--- src/rtl/uart_boot_loader_if.sv ---
// Instruction-memory write port of the UART boot loader.
//   io_o_mem_valid  word write request (loader -> memory)
//   io_o_mem_addr   word-aligned byte address
//   io_o_mem_wdata  little-endian write data
//   io_i_mem_ready  memory accepts when valid && ready on a clock edge
// master: the loader side. slave: the memory side.
interface uart_boot_loader_if #(
    parameter int unsigned ADDR_W = 16
);
    logic              io_o_mem_valid;
    logic [ADDR_W-1:0] io_o_mem_addr;
    logic [31:0]       io_o_mem_wdata;
    logic              io_i_mem_ready;

    modport master (
        output io_o_mem_valid,
        output io_o_mem_addr,
        output io_o_mem_wdata,
        input  io_i_mem_ready
    );

    modport slave (
        input  io_o_mem_valid,
        input  io_o_mem_addr,
        input  io_o_mem_wdata,
        output io_i_mem_ready
    );
endinterface

--- src/rtl/uart_boot_loader.sv ---
// UART boot loader: receives an image over an 8N1 UART line and writes it as 32-bit words
// into instruction memory, holding the core (busy) while loading.
// Stream: length N (16 bit, low byte first), N x 4 data bytes (little-endian words),
// then one XOR checksum byte when BOOT_CHECKSUM_EN is defined.
// Ports:
//   clock           single rising-edge clock
//   reset           asynchronous, active-high reset
//   io_i_boot       boot-mode request (level)
//   io_i_rx         UART receive line, idle high
//   mem             memory write port (uart_boot_loader_if.master)
//   io_o_busy       loader active, core held
//   io_o_done       image loaded; sticky until boot drops
//   io_o_err        sticky error (framing, overrun, checksum)
// Optional feature macro: BOOT_CHECKSUM_EN (adds the CHK state and trailing checksum byte).
module uart_boot_loader #(
    parameter int unsigned CLK_PER_BIT = 104,
    parameter int unsigned ADDR_W      = 16
) (
    input  logic               clock,
    input  logic               reset,
    input  logic               io_i_boot,
    input  logic               io_i_rx,
    uart_boot_loader_if.master mem,
    output logic               io_o_busy,
    output logic               io_o_done,
    output logic               io_o_err
);

    localparam int unsigned CntW = $clog2(CLK_PER_BIT);
    localparam logic [CntW-1:0] FullBit = CntW'(CLK_PER_BIT - 1);
    localparam logic [CntW-1:0] HalfBit = CntW'(CLK_PER_BIT / 2 - 1);

    typedef enum logic [1:0] {RxIdle, RxStart, RxData, RxStop} rx_state_e;

    typedef enum logic [2:0] {
        StIdle,
        StLen0,
        StLen1,
        StData,
        StWrite,
`ifdef BOOT_CHECKSUM_EN
        StChk,
`endif
        StDone
    } state_e;

`ifdef BOOT_CHECKSUM_EN
    localparam state_e StEnd = StChk;
`else
    localparam state_e StEnd = StDone;
`endif

    // ---------------- receiver ----------------
    logic            rx_meta_q, rx_sync_q, rx_prev_q;
    rx_state_e       rx_state_q, rx_state_d;
    logic [CntW-1:0] rx_cnt_q, rx_cnt_d;
    logic [2:0]      rx_bit_q, rx_bit_d;
    logic [7:0]      rx_shift_q, rx_shift_d;
    logic            rx_byte_valid, rx_frame_err;

    always_comb begin
        rx_state_d    = rx_state_q;
        rx_cnt_d      = rx_cnt_q;
        rx_bit_d      = rx_bit_q;
        rx_shift_d    = rx_shift_q;
        rx_byte_valid = 1'b0;
        rx_frame_err  = 1'b0;
        unique case (rx_state_q)
            RxIdle: begin
                if (rx_prev_q && !rx_sync_q) begin
                    rx_state_d = RxStart;
                    rx_cnt_d   = '0;
                end
            end
            RxStart: begin
                if (rx_cnt_q == HalfBit) begin
                    rx_cnt_d = '0;
                    rx_bit_d = '0;
                    // a start bit that is high again at mid-bit was a glitch
                    rx_state_d = rx_sync_q ? RxIdle : RxData;
                end else begin
                    rx_cnt_d = rx_cnt_q + 1'b1;
                end
            end
            RxData: begin
                if (rx_cnt_q == FullBit) begin
                    rx_cnt_d   = '0;
                    rx_shift_d = {rx_sync_q, rx_shift_q[7:1]};
                    rx_bit_d   = rx_bit_q + 1'b1;
                    if (rx_bit_q == 3'd7) begin
                        rx_state_d = RxStop;
                    end
                end else begin
                    rx_cnt_d = rx_cnt_q + 1'b1;
                end
            end
            RxStop: begin
                if (rx_cnt_q == FullBit) begin
                    rx_state_d    = RxIdle;
                    rx_byte_valid = rx_sync_q;
                    rx_frame_err  = !rx_sync_q;
                end else begin
                    rx_cnt_d = rx_cnt_q + 1'b1;
                end
            end
            default: rx_state_d = RxIdle;
        endcase
    end

    // ---------------- holding register ----------------
    state_e     state_q, state_d;
    logic [7:0] hold_q, hold_d;
    logic       hold_full_q, hold_full_d;
    logic       consume, overrun;

    // Every state but WRITE takes the byte; IDLE and DONE simply throw it away.
    assign consume = hold_full_q && (state_q != StWrite);
    assign overrun = rx_byte_valid && hold_full_q && !consume;

    always_comb begin
        hold_d      = hold_q;
        hold_full_d = hold_full_q;
        if (consume) begin
            hold_full_d = 1'b0;
        end
        if (rx_byte_valid && !overrun) begin
            hold_d      = rx_shift_q;
            hold_full_d = 1'b1;
        end
    end

    // ---------------- loader FSM ----------------
    logic [ADDR_W-1:0] addr_q, addr_d;
    logic [15:0]       count_q, count_d;
    logic [31:0]       wdata_q, wdata_d;
    logic [1:0]        byte_idx_q, byte_idx_d;
    logic [7:0]        csum_q, csum_d;
    logic              err_q, err_d;
    logic              csum_bad;

    always_comb begin
        state_d    = state_q;
        addr_d     = addr_q;
        count_d    = count_q;
        wdata_d    = wdata_q;
        byte_idx_d = byte_idx_q;
        csum_d     = csum_q;
        err_d      = err_q;
        csum_bad   = 1'b0;
        case (state_q)
            StIdle: begin
                if (io_i_boot) begin
                    state_d = StLen0;
                    addr_d  = '0;
                    count_d = '0;
                    csum_d  = '0;
                    err_d   = 1'b0;
                end
            end
            StLen0: begin
                if (!io_i_boot) begin
                    state_d = StIdle;
                end else if (hold_full_q) begin
                    count_d[7:0] = hold_q;
                    csum_d       = csum_q ^ hold_q;
                    state_d      = StLen1;
                end
            end
            StLen1: begin
                if (!io_i_boot) begin
                    state_d = StIdle;
                end else if (hold_full_q) begin
                    count_d[15:8] = hold_q;
                    csum_d        = csum_q ^ hold_q;
                    byte_idx_d    = '0;
                    state_d       = ({hold_q, count_q[7:0]} == 16'h0) ? StEnd : StData;
                end
            end
            StData: begin
                if (!io_i_boot) begin
                    state_d = StIdle;
                end else if (hold_full_q) begin
                    wdata_d[{byte_idx_q, 3'b000} +: 8] = hold_q;
                    csum_d     = csum_q ^ hold_q;
                    byte_idx_d = byte_idx_q + 1'b1;
                    if (byte_idx_q == 2'd3) begin
                        state_d = StWrite;
                    end
                end
            end
            StWrite: begin
                // an accepted write is never abandoned, even if boot drops
                if (mem.io_i_mem_ready) begin
                    addr_d  = addr_q + ADDR_W'(4);
                    count_d = count_q - 1'b1;
                    if (!io_i_boot) begin
                        state_d = StIdle;
                    end else if (count_q == 16'd1) begin
                        state_d = StEnd;
                    end else begin
                        state_d = StData;
                    end
                end
            end
`ifdef BOOT_CHECKSUM_EN
            StChk: begin
                if (!io_i_boot) begin
                    state_d = StIdle;
                end else if (hold_full_q) begin
                    csum_bad = (hold_q != csum_q);
                    state_d  = StDone;
                end
            end
`endif
            StDone: begin
                if (!io_i_boot) begin
                    state_d = StIdle;
                end
            end
            default: state_d = StIdle;
        endcase
        if (rx_frame_err || overrun || csum_bad) begin
            err_d = 1'b1;
        end
    end

    always_ff @(posedge clock or posedge reset) begin
        if (reset) begin
            rx_meta_q   <= 1'b1;
            rx_sync_q   <= 1'b1;
            rx_prev_q   <= 1'b1;
            rx_state_q  <= RxIdle;
            rx_cnt_q    <= '0;
            rx_bit_q    <= '0;
            rx_shift_q  <= '0;
            hold_q      <= '0;
            hold_full_q <= 1'b0;
            state_q     <= StIdle;
            addr_q      <= '0;
            count_q     <= '0;
            wdata_q     <= '0;
            byte_idx_q  <= '0;
            csum_q      <= '0;
            err_q       <= 1'b0;
        end else begin
            rx_meta_q   <= io_i_rx;
            rx_sync_q   <= rx_meta_q;
            rx_prev_q   <= rx_sync_q;
            rx_state_q  <= rx_state_d;
            rx_cnt_q    <= rx_cnt_d;
            rx_bit_q    <= rx_bit_d;
            rx_shift_q  <= rx_shift_d;
            hold_q      <= hold_d;
            hold_full_q <= hold_full_d;
            state_q     <= state_d;
            addr_q      <= addr_d;
            count_q     <= count_d;
            wdata_q     <= wdata_d;
            byte_idx_q  <= byte_idx_d;
            csum_q      <= csum_d;
            err_q       <= err_d;
        end
    end

    assign mem.io_o_mem_valid = (state_q == StWrite);
    assign mem.io_o_mem_addr  = addr_q;
    assign mem.io_o_mem_wdata = wdata_q;
    assign io_o_busy          = (state_q != StIdle) && (state_q != StDone);
    assign io_o_done          = (state_q == StDone);
    assign io_o_err           = err_q;

endmodule

--- src/flat_wrapper.sv ---
// flat-port wrapper written by rule: the top's interface ports become plain ports
module uart_boot_loader_flat 
#(
    parameter int unsigned CLK_PER_BIT = 104,
    parameter int unsigned ADDR_W      = 16
)
  (clock, reset, io_i_boot, io_i_rx, io_o_busy, io_o_done, io_o_err, mem_io_o_mem_valid, mem_io_o_mem_addr, mem_io_o_mem_wdata, mem_io_i_mem_ready);
  uart_boot_loader_if #(.ADDR_W(ADDR_W)) mem_i ();
  input  logic clock;
  input  logic reset;
  input  logic io_i_boot;
  input  logic io_i_rx;
  output logic io_o_busy;
  output logic io_o_done;
  output logic io_o_err;
  output wire logic [$bits(mem_i.io_o_mem_valid)-1:0] mem_io_o_mem_valid;
  output wire logic [$bits(mem_i.io_o_mem_addr)-1:0] mem_io_o_mem_addr;
  output wire logic [$bits(mem_i.io_o_mem_wdata)-1:0] mem_io_o_mem_wdata;
  input wire logic [$bits(mem_i.io_i_mem_ready)-1:0] mem_io_i_mem_ready;
  assign mem_io_o_mem_valid = mem_i.io_o_mem_valid;
  assign mem_io_o_mem_addr = mem_i.io_o_mem_addr;
  assign mem_io_o_mem_wdata = mem_i.io_o_mem_wdata;
  assign mem_i.io_i_mem_ready = mem_io_i_mem_ready;
  uart_boot_loader #(.CLK_PER_BIT(CLK_PER_BIT), .ADDR_W(ADDR_W)) u_core (.clock(clock), .reset(reset), .io_i_boot(io_i_boot), .io_i_rx(io_i_rx), .mem(mem_i), .io_o_busy(io_o_busy), .io_o_done(io_o_done), .io_o_err(io_o_err));
endmodule
--- config.mk ---
export PLATFORM = sky130hd
export DESIGN_NAME = uart_boot_loader_flat
export DESIGN_NICKNAME = d
export VERILOG_FILES = /design/src/rtl/uart_boot_loader_if.sv /design/src/rtl/uart_boot_loader.sv /design/src/flat_wrapper.sv
export SDC_FILE = /design/constraint.sdc
export NUM_CORES = 1
export LEC_CHECK = 0
export ABC_AREA = 1
export BUFFER_PORTS_ARGS = -buffer_cell sky130_fd_sc_hd__buf_2
export CORE_MARGIN = 10
export CORE_UTILIZATION = 50
export DETAILED_ROUTE_END_ITERATION = 7
export PLACE_DENSITY = 0.8
export SLEW_MARGIN = 30
export SYNTH_ARGS = -nofsm -noshare
export SYNTH_HDL_FRONTEND = slang
export SYNTH_SLANG_ARGS = --single-unit
--- constraint.sdc ---
create_clock -name clock -period 5.24 [get_ports clock]
set_clock_uncertainty 0.2 [all_clocks]
set_input_delay 1.31 -clock clock [delete_from_list [all_inputs] [get_ports clock]]
set_output_delay 1.31 -clock clock [all_outputs]
set_load 0.005 [all_outputs]
==> out/metrics.yaml, run 1 <==
outcome:
  status: "completed"
power:
  power_leakage_nw: 3.14
  power_density_nw_per_um2: 415
  finalPower_mw: 2.49
  peakVddDrop_uv: 271
hold_path:
  hold_path_class: "reg2reg"
  min_from: "u_core.rx_meta_q$_DFF_PP1_"
route:
  vias_per_cell: 5.50
  drt-total-wl_mm: 13.0
  dr.pass1.iters: 6
  vias: 4909
  wl_per_cell_um: 14.5
  ant_nets: 0
  drc: 0
  drt_iter0_markers: 534
die:
  die_y_um: 124
  io_pins: 57
  core_um2: 10500
  start_util: 0.518
  rows: 37
  die_w_um: 124
  die-area_um2: 15400
timing:
  slew_viol_final: 0
  finalSetupViolCount: 0
  worst_slew_pin_slew_ps: 937
  min_period_over_period: 0.646
  worst_hold_slack_ps: 164
  max_slew_margin: 0.374
  max_clock_freq_mhz: 295
  rsz0062_at_grt: "no"
  tns_ps: 0
  finalCriticalPeriod_ps: 3390
  fin_ws_ps: 1850
  final_hold_viol_count: 0
synth:
  synth_top_area_cell: "dfrtp_1"
  synth_common_cells: "181 x nand2_1, 97 x dfrtp_1, 82 x o21ai_0"
  synth_area_leaders: "dfrtp_1 45%, nand2_1 13%, o21ai_0 7.6%, nand3_1 6.7%, inv_1 5.2%"
  yosysWarningCount: 0
  ys_types: 41
  synth_top_cell_area_share: 0.448
  yosysMostFrequentCell: "nand2_1"
  synthesis.area_um2: 5420
  synth_edf_count: 0
  postSynthAreaPerCell_um2: 7.75
  seq_area_frac_synth: 0.462
  synthFlopType: "dfrtp_1"
  async_flop_share: 1.00
  synth_seq_cells: 100
  synthCells: 699
cells_and_area:
  fin_nets: 772
  syn_to_final_growth_pct: 10.6
  drive_gt1_frac: 0.144
  final_cells: 893
  antenna_cells: 0
critical_path:
  cp_top_family: "buffers and inverters"
  required_ps: 3730
  crit_chain: "nor2_1, nand2_2, inv_2, buf_2"
  r2r_start: "u_core.byte_idx_q[0]$_DFFE_PP0P_"
  cp_data_arrival_time_ps: 1880
  crit_type: "reg2out"
  setup.worst_path.start: "u_core.state_q[0]$_DFFE_PP0P_"
  cp_num_buf_inv: 2
  critPathSlowestCell: "dfrtp_1"
  cp-start-kind: "flip-flop"
  max_stage_delay_ps: 450
  endpoint_kind: "primary output"
  path_max_fanout: 23
global_route:
  grt_pass1_wl_mm: 21.7
  grt_pass1_vias: 4699
  grt_overflow: 0
  grt_max_degree: 76
  grt_usage: 0.171
  antenna_found_initial: 0
clocking:
  cts_setup_buffers: 0
  clk_latency_ps: 380
  htreeDepth: 3
  cts_sinks: 100
  cts_root_buffer: "clkbuf_8"
  numCtsBuffers: 9
  cts_tree: "done"
  cts.hold.buffers_added: 0
  clk_pin_slew_ps: 110
  ctsResizeCount: 0
  cts_max_path_buffers: 2
placement:
  port_buffers: 54
  dpl.hpwl_mm: 9.40
  dpl_worst_slack_ps: 2070
  place.gp.congestion: 0.907
  place_inst: 877
run:
  cap_violations: 0
flip-flops by register name, indices dropped and copies added (netlist names), 2 cells and up:
register                   cells
u_core.mem.io_o_mem_wdata     32
u_core.mem.io_o_mem_addr      14
u_core.rx_cnt_q                7
u_core.state_q                 3
u_core.rx_state_q              2
u_core.rx_shift_q              8
u_core.count_q                16
u_core.byte_idx_q              2
u_core.rx_bit_q                3
u_core.hold_q                  8
routing by layer:
layer | vias up | global-route usage | part of all wire
met5 | - | 0 | 0
met4 | 0 | 0.0770 | 0.022
met3 | 20 | 0.0317 | 0.077
met2 | 170 | 0.265 | 0.47
met1 | 2315 | 0.227 | 0.43
li1 | 2404 | - | -
cell families (layout without fill, tap and decap cells):
logic type	count (synthesis)	after routing	synth area share
flops	100	100	0.462
xor+xnor	2	2	0.00323
simple gates	363	363	0.303
other cells	1	2	0.000692
fa+ha+maj	15	15	0.0346
buf+inv	96	153	0.0748
compound gates	122	122	0.121
cells in the final DEF (no fill, tap or decap), drive strengths merged, types with 2 or more instances in the layout:
| cell type | netlist | routed |
|---|---|---|
| clkbuf | 4 | 10 |
| o21ai | 93 | 93 |
| conb | 1 | 2 |
| dfrtp | 97 | 97 |
| nor3 | 10 | 10 |
| a31o | 3 | 3 |
| xor2 | 2 | 2 |
| nand3 | 75 | 75 |
| nor2 | 64 | 64 |
| clkinv | 1 | 2 |
| a31oi | 2 | 2 |
| nand2 | 187 | 187 |
| inv | 81 | 85 |
| or2 | 3 | 3 |
| dfstp | 3 | 3 |
| a21oi | 12 | 12 |
| ha | 15 | 15 |
| buf | 10 | 55 |
| o22ai | 4 | 4 |
| nand4 | 23 | 23 |
| o21a | 2 | 2 |
layout make-up:
| cell class | instances | area, µm² |
|---|---|---|
| clock buffers | 10 | 138 |
| multi-input cells | 504 | 2510 |
| clock inverters | 6 | 76.3 |
| well taps | 136 | 170 |
| flip-flops and latches | 100 | 2510 |
| inverters | 82 | 315 |
| repair buffers | 55 | 278 |
| fillers | 981 | 4470 |
power by group:
| part | total, mW | internal [mW] | switching, mW |
|---|---|---|---|
| Sequential | 0.940 | 0.852 | 0.0874 |
| Combinational | 1.01 | 0.295 | 0.713 |
| Clock | 0.539 | 0.243 | 0.295 |
| Total | 2.49 | 1.39 | 1.10 |
metrics by stage:
step	utilization	area, µm²
after CTS	0.573	5990
after floorplan	-	5420
after global routing	0.573	5990
after global placement	0.552	5780
final	0.573	5990
after detailed placement	0.552	5780
worst paths after layout:
path	to	slack [ps]	cells past startpoint
setup / recovery	mem_io_o_mem_valid	1850	4
hold reg to reg	u_core.rx_sync_q$_DFF_PP1_	160	0
max in group asynchronous	u_core.state_q[1]$_DFFE_PP0P_	3180	3
hold / removal	u_core.rx_sync_q$_DFF_PP1_	160	0
setup reg to reg	u_core.mem.io_o_mem_wdata[21]$_DFFE_PP0P_	2790	6
min in group asynchronous	u_core.rx_shift_q[2]$_DFFE_PP0P_	840	2
No activity file was read; power rests on OpenSTA's default activity.
==> run 2: changes to the inputs <==
Clock period 5.24 ns to 3.3 ns, I/O delays scaled along.
==> run 2 against run 1 <==
Flip-flop and latch count stayed put. Utilization increased by 0.31 points. Non-clock buffer count grew 3. Die area unchanged. Total power is 58% higher. Clock power grew 58%. Critical endpoint unchanged. Largest power group unchanged.
==> out/metrics.yaml, run 2 (synthesis results as in run 1) <==
timing:
  tns_ps: 0  # unchanged
  max_clock_freq_mhz: 397
  finalSetupViolCount: 0  # unchanged
  min_period_over_period: 0.763
  rsz0062_at_grt: "no"  # unchanged
  finalCriticalPeriod_ps: 2520
  worst_hold_slack_ps: 159  # was 164 ps
  slew_viol_final: 0  # unchanged
  final_hold_viol_count: 0  # unchanged
  max_slew_margin: 0.407  # was 0.374
  worst_slew_pin_slew_ps: 888  # was 937 ps
cells_and_area:
  fin_nets: 775  # was 772
  final_cell_mix: "181 x nand2_1, 97 x dfrtp_1, 82 x o21ai_0"  # unchanged
  multi_input_area_um2: 2510  # unchanged
  regArea_um2: 2510  # unchanged
  antenna_cells: 0  # unchanged
  largest_register_ffs: 32  # unchanged
  drive_gt1_frac: 0.145  # was 0.144
  final_common_cell: "nand2_1"  # unchanged
  syn_to_final_growth_pct: 11.2  # was 10.6%
  nFillCells: 970  # was 981
  fin_util: 0.576  # was 0.573
critical_path:
  critPathSlowestCell: "dfrtp_1"  # unchanged
  path_depth: 4  # unchanged
  crit_chain: "nor2_1, nand2_2, inv_2, buf_2"  # unchanged
  endpoint_kind: "primary output"  # unchanged
  cp_data_arrival_time_ps: 1490  # was 1880 ps
  path_max_fanout: 14  # was 23
  required_ps: 2270  # was 3730 ps
  reg2regPathDepth: 6  # unchanged
  cp-start-kind: "flip-flop"  # unchanged
  cp_top_family: "flip-flops"  # was buffers and inverters
  max_stage_delay_ps: 450  # about the same
  crit_type: "reg2out"  # unchanged
  cp_num_buf_inv: 2  # unchanged
clocking:
  cts_sinks: 100  # unchanged
  clk_pin_slew_ps: 100  # was 110 ps
  cts.hold.buffers_added: 0  # unchanged
  cts_root_buffer: "clkbuf_8"  # unchanged
  cts_tree: "done"  # unchanged
  ctsResizeCount: 0  # unchanged
  htreeDepth: 3  # unchanged
  numCtsBuffers: 9  # unchanged
  cts_setup_buffers: 0  # unchanged
  cts_max_path_buffers: 2  # unchanged
  clk_latency_ps: 370  # was 380 ps
die:
  die-area_um2: 15400  # unchanged
  start_util: 0.518  # unchanged
  io_pins: 57  # unchanged
  core_um2: 10500  # unchanged
  die_y_um: 124  # unchanged
  die_w_um: 124  # unchanged
  rows: 37  # unchanged
global_route:
  grt_pass1_wl_mm: 22.1  # was 21.7 mm
  grt_max_degree: 59  # was 76
  grt_usage: 0.174  # was 0.171
  antenna_found_initial: 0  # unchanged
  grt_overflow: 0  # unchanged
  grt_pass1_vias: 4658  # was 4699
route:
  wl_per_cell_um: 14.6  # was 14.5 µm
  drt_iter0_markers: 489  # was 534
  vias_per_cell: 5.54  # was 5.50
  drt-total-wl_mm: 13.0  # about the same
  dr.pass1.iters: 5  # was 6
  drc: 0  # unchanged
  vias: 4955  # was 4909
  ant_nets: 0  # unchanged
run:
  cap_violations: 0  # unchanged
power:
  peakVddDrop_uv: 408  # was 271 µV
  power_density_nw_per_um2: 654  # was 415 nW/µm²
  power_leakage_nw: 3.15  # was 3.14 nW
  finalPower_mw: 3.94  # was 2.49 mW
placement:
  dpl.hpwl_mm: 9.60  # was 9.40 mm
  place.gp.congestion: 0.914  # was 0.907
  port_buffers: 54  # unchanged
hold_path:
  min_path_cells: 0  # unchanged
  hold_path_class: "reg2reg"  # unchanged
outcome:
  status: "completed"  # unchanged
==> run 2: cell types whose count changed in the layout (fill, tap and decap cells not counted), sizes merged <==
cell	previous run	this run
inv	85	81
buf	55	58
clkinvlp	0	2
bufinv	1	2
==> run 2: path summary, 6_finish.rpt <==
check,from,end,slack (ps)
worst max-delay path,u_core.state_q[0]$_DFFE_PP0P_,mem_io_o_mem_valid,780
worst min-delay path,u_core.rx_meta_q$_DFF_PP1_,u_core.rx_sync_q$_DFF_PP1_,160
worst max register to register,u_core.byte_idx_q[0]$_DFFE_PP0P_,u_core.mem.io_o_mem_wdata[16]$_DFFE_PP0P_,850
worst min register to register,u_core.rx_meta_q$_DFF_PP1_,u_core.rx_sync_q$_DFF_PP1_,160
max in group asynchronous,reset,u_core.rx_sync_q$_DFF_PP1_,1990
min in group asynchronous,reset,u_core.rx_bit_q[2]$_DFFE_PP0P_,200
==> run 2: layer usage <==
layer,track usage,wire length [µm],vias up
met5,0,0,-
met4,0.0655,234,0
met3,0.0348,1030,23
met2,0.280,6220,170
met1,0.227,5540,2350
li1,-,-,2412
==> run 2: worst reg2reg max path: stages (launching register included) <==
cell and delay [ps]:
dfrtp_1 520, inv_1 180, ha_1 430, inv_1 140, nor3_1 650, nand3_1 180
nand2_1 90
==> run 2: area by class of cell <==
type / instances / share of cell area
clock buffers: 10 / 0.0212
flip-flops and latches: 100 / 0.416
inverters: 82 / 0.0521
multi-input cells: 504 / 0.417
well taps: 136 / 0.0282
clock inverters: 5 / 0.0141
repair buffers: 58 / 0.0519
==> run 2: per-stage QoR <==
stage	worst slack (ps)	area (µm²)	instances
after floorplan	1090	5430	700
after global placement	737	5810	880
after detailed placement	653	5810	880
after CTS	787	6030	895
after global routing	642	6030	895
final	783	6030	895
==> run 2: where the power goes <==
group | switching (mW) | internal (mW) | total [mW]
Clock | 0.423 | 0.427 | 0.850
Combinational | 1.12 | 0.474 | 1.59
Sequential | 0.141 | 1.35 | 1.49
==> run 3: changes to the inputs <==
Settings changed: PLACE_DENSITY 0.8 to 0.82.
Clock period 3.3 ns to 2.1 ns, I/O delays scaled along.
==> run 3 against run 2 <==
Sequential power is 59% higher. Flip-flop and latch count stayed put. Die area stayed put. Total power is 61% higher. Largest cell class unchanged.
==> out/metrics.yaml, run 3 (synthesis results as in run 1) <==
outcome:
  status: "completed"  # unchanged
cells_and_area:
  fin_nets: 791  # was 775
  final_common_cell: "nand2_1"  # unchanged
  antenna_cells: 0  # unchanged
  regArea_um2: 2510  # about the same
  nFillCells: 903  # was 970
  final_cell_mix: "178 x nand2_1, 94 x dfrtp_1, 82 x o21ai_0"  # was 181 x nand2_1, 97 x dfrtp_1, 82 x o21ai_0
  largest_register_ffs: 32  # unchanged
  syn_to_final_growth_pct: 14.0  # was 11.2%
  drive_gt1_frac: 0.177  # was 0.145
  multi_input_area_um2: 2550  # was 2510 µm²
  final_cells: 912  # was 895
placement:
  dpl_worst_slack_ps: 147  # was 653 ps
  port_buffers: 54  # unchanged
  dpl.hpwl_mm: 9.91  # was 9.60 mm
  place_inst: 891  # was 880
  place.gp.congestion: 0.930  # was 0.914
timing:
  tns_ps: 0  # unchanged
  slew_viol_final: 0  # unchanged
  max_clock_freq_mhz: 488
  finalCriticalPeriod_ps: 2050
  min_period_over_period: 0.976
  fin_ws_ps: 50.2  # was 783 ps
  finalSetupViolCount: 0  # unchanged
  worst_hold_slack_ps: 47.7  # was 159 ps
  rsz0062_at_grt: "yes"  # was no
  final_hold_viol_count: 0  # unchanged
clocking:
  cts_root_buffer: "clkbuf_8"  # unchanged
  numCtsBuffers: 9  # unchanged
  clk_latency_ps: 370  # about the same
  cts_tree: "done"  # unchanged
  cts_sinks: 100  # unchanged
  htreeDepth: 3  # unchanged
  clk_pin_slew_ps: 100  # about the same
  cts_max_path_buffers: 2  # unchanged
critical_path:
  ff2ff_setup_slack_ps: 130  # was 850 ps
  required_ps: 1370  # was 2270 ps
  endpoint_kind: "primary output"  # unchanged
  crit_type: "reg2out"  # unchanged
  cp-start-kind: "flip-flop"  # unchanged
  cp_data_arrival_time_ps: 1320  # was 1490 ps
  r2r_start: "u_core.state_q[0]$_DFFE_PP0P_"  # was u_core.byte_idx_q[0]$_DFFE_PP0P_
  r2r-end: "u_core.count_q[8]$_DFFE_PP0P_"  # was u_core.mem.io_o_mem_wdata[16]$_DFFE_PP0P_
  path_max_fanout: 4  # was 14
  reg2regPathDepth: 8  # was 6
route:
  dr_wl_met2_mm: 6.55  # was 6.22 mm
  dr.pass1.iters: 6  # was 5
  wl_per_cell_um: 14.7  # was 14.6 µm
  vias: 4989  # was 4955
  wl_met3_um: 935  # was 1.03 mm
  vias_per_cell: 5.47  # was 5.54
  top_layer_used: "met4"  # unchanged
  drc: 0  # unchanged
  drt-total-wl_mm: 13.4  # was 13.0 mm
  ant_nets: 0  # unchanged
  m1WireLength_mm: 5.73  # was 5.54 mm
  drt_iter0_markers: 539  # was 489
run:
  cap_violations: 0  # unchanged
die:
  io_pins: 57  # unchanged
  die_w_um: 124  # unchanged
  rows: 37  # unchanged
  die_y_um: 124  # unchanged
  core_um2: 10500  # unchanged
  start_util: 0.518  # unchanged
  die-area_um2: 15400  # unchanged
global_route:
  grt_overflow: 0  # unchanged
  grt_pass1_vias: 4608  # was 4658
  grt_usage: 0.176  # was 0.174
  antenna_found_initial: 0  # unchanged
  grt_pass1_wl_mm: 22.3  # was 22.1 mm
  grt_max_degree: 55  # was 59
power:
  peakVddDrop_uv: 691  # was 408 µV
  power_leakage_nw: 3.22  # was 3.15 nW
  power_density_nw_per_um2: 1030  # was 654 nW/µm²
hold_path:
  hold_path_class: "in2reg"  # was reg2reg
  min_from: "io_i_rx"  # was u_core.rx_meta_q$_DFF_PP1_
  min_path_cells: 1  # was 0
  whs_endpoint: "u_core.rx_meta_q$_DFF_PP1_"  # was u_core.rx_sync_q$_DFF_PP1_
==> run 3: cell types whose count changed in the layout (fill, tap and decap cells not counted), moves of 2 or more <==
cell / previous run / this run
buf_4: 3 / 17
dfrtp_1: 97 / 94
dfrtp_2: 0 / 3
nand2_1: 181 / 178
nor2_4: 3 / 6
bufinv_16: 2 / 0
inv_8: 0 / 2
nand2_2: 1 / 3
nor2_1: 52 / 50
==> run 3: final cells by class <==
cell class              count  share of cell area
inverters                  82              0.0512
clock inverters             6             0.00911
flip-flops and latches    100               0.406
well taps                 136              0.0275
clock buffers              10              0.0207
multi-input cells         504               0.413
repair buffers             74              0.0725
==> run 3: worst max-delay path, cell delays in order, from the launching register on <==
cell     delay, ps
dfrtp_2        460
inv_2          100
nand2_4         60
nor2_4         170
nor2_1          50
buf_2          120
==> run 3: through the flow <==
stage / power [mW] / util / instance area [µm²]
finish: 6.36 / 0.591 / 6180
global route: 6.86 / 0.591 / 6180
CTS: 6.24 / 0.584 / 6110
detailed placement: 5.03 / 0.565 / 5910
global placement: 4.96 / 0.565 / 5910
floorplan: 4.33 / - / 5430
==> run 3: report_power, final <==
| group | internal [mW] | switching [mW] | leakage (nW) |
|---|---|---|---|
| sequential | 2.13 | 0.236 | 1.36 |
| clock | 0.457 | 0.724 | 0.0909 |
| combinational | 0.951 | 1.86 | 1.76 |
| total | 3.54 | 2.82 | 3.22 |
==> run 3: how the worst max path moves through the flow <==
stage | endpoint | slack, ps | startpoint
final | io_o_busy | 50 | u_core.state_q[1]$_DFFE_PP0P_
after global routing | io_o_busy | -20 | u_core.state_q[0]$_DFFE_PP0P_
after CTS | mem_io_o_mem_valid | 2 | u_core.state_q[0]$_DFFE_PP0P_
after detailed placement | u_core.mem.io_o_mem_wdata[23]$_DFFE_PP0P_ | 150 | io_i_boot
after global placement | u_core.count_q[8]$_DFFE_PP0P_ | 180 | io_i_boot
after floorplan | u_core.mem.io_o_mem_wdata[16]$_DFFE_PP0P_ | -20 | u_core.byte_idx_q[0]$_DFFE_PP0P_
==> run 3: layer usage <==
| metal | up-vias | track usage |
|---|---|---|
| li1 | 2451 | - |
| met1 | 2341 | 0.232 |
| met2 | 181 | 0.290 |
| met3 | 16 | 0.0253 |
| met4 | 0 | 0.0619 |
| met5 | - | 0 |
==> run 3: what timing repair did <==
item,4_1_cts,5_1_grt
hold endpoints to repair,12,0
pin swaps,0,2
gates resized for setup,4,12
setup endpoints to repair,2,15
setup buffers,0,4
hold buffers,1,0
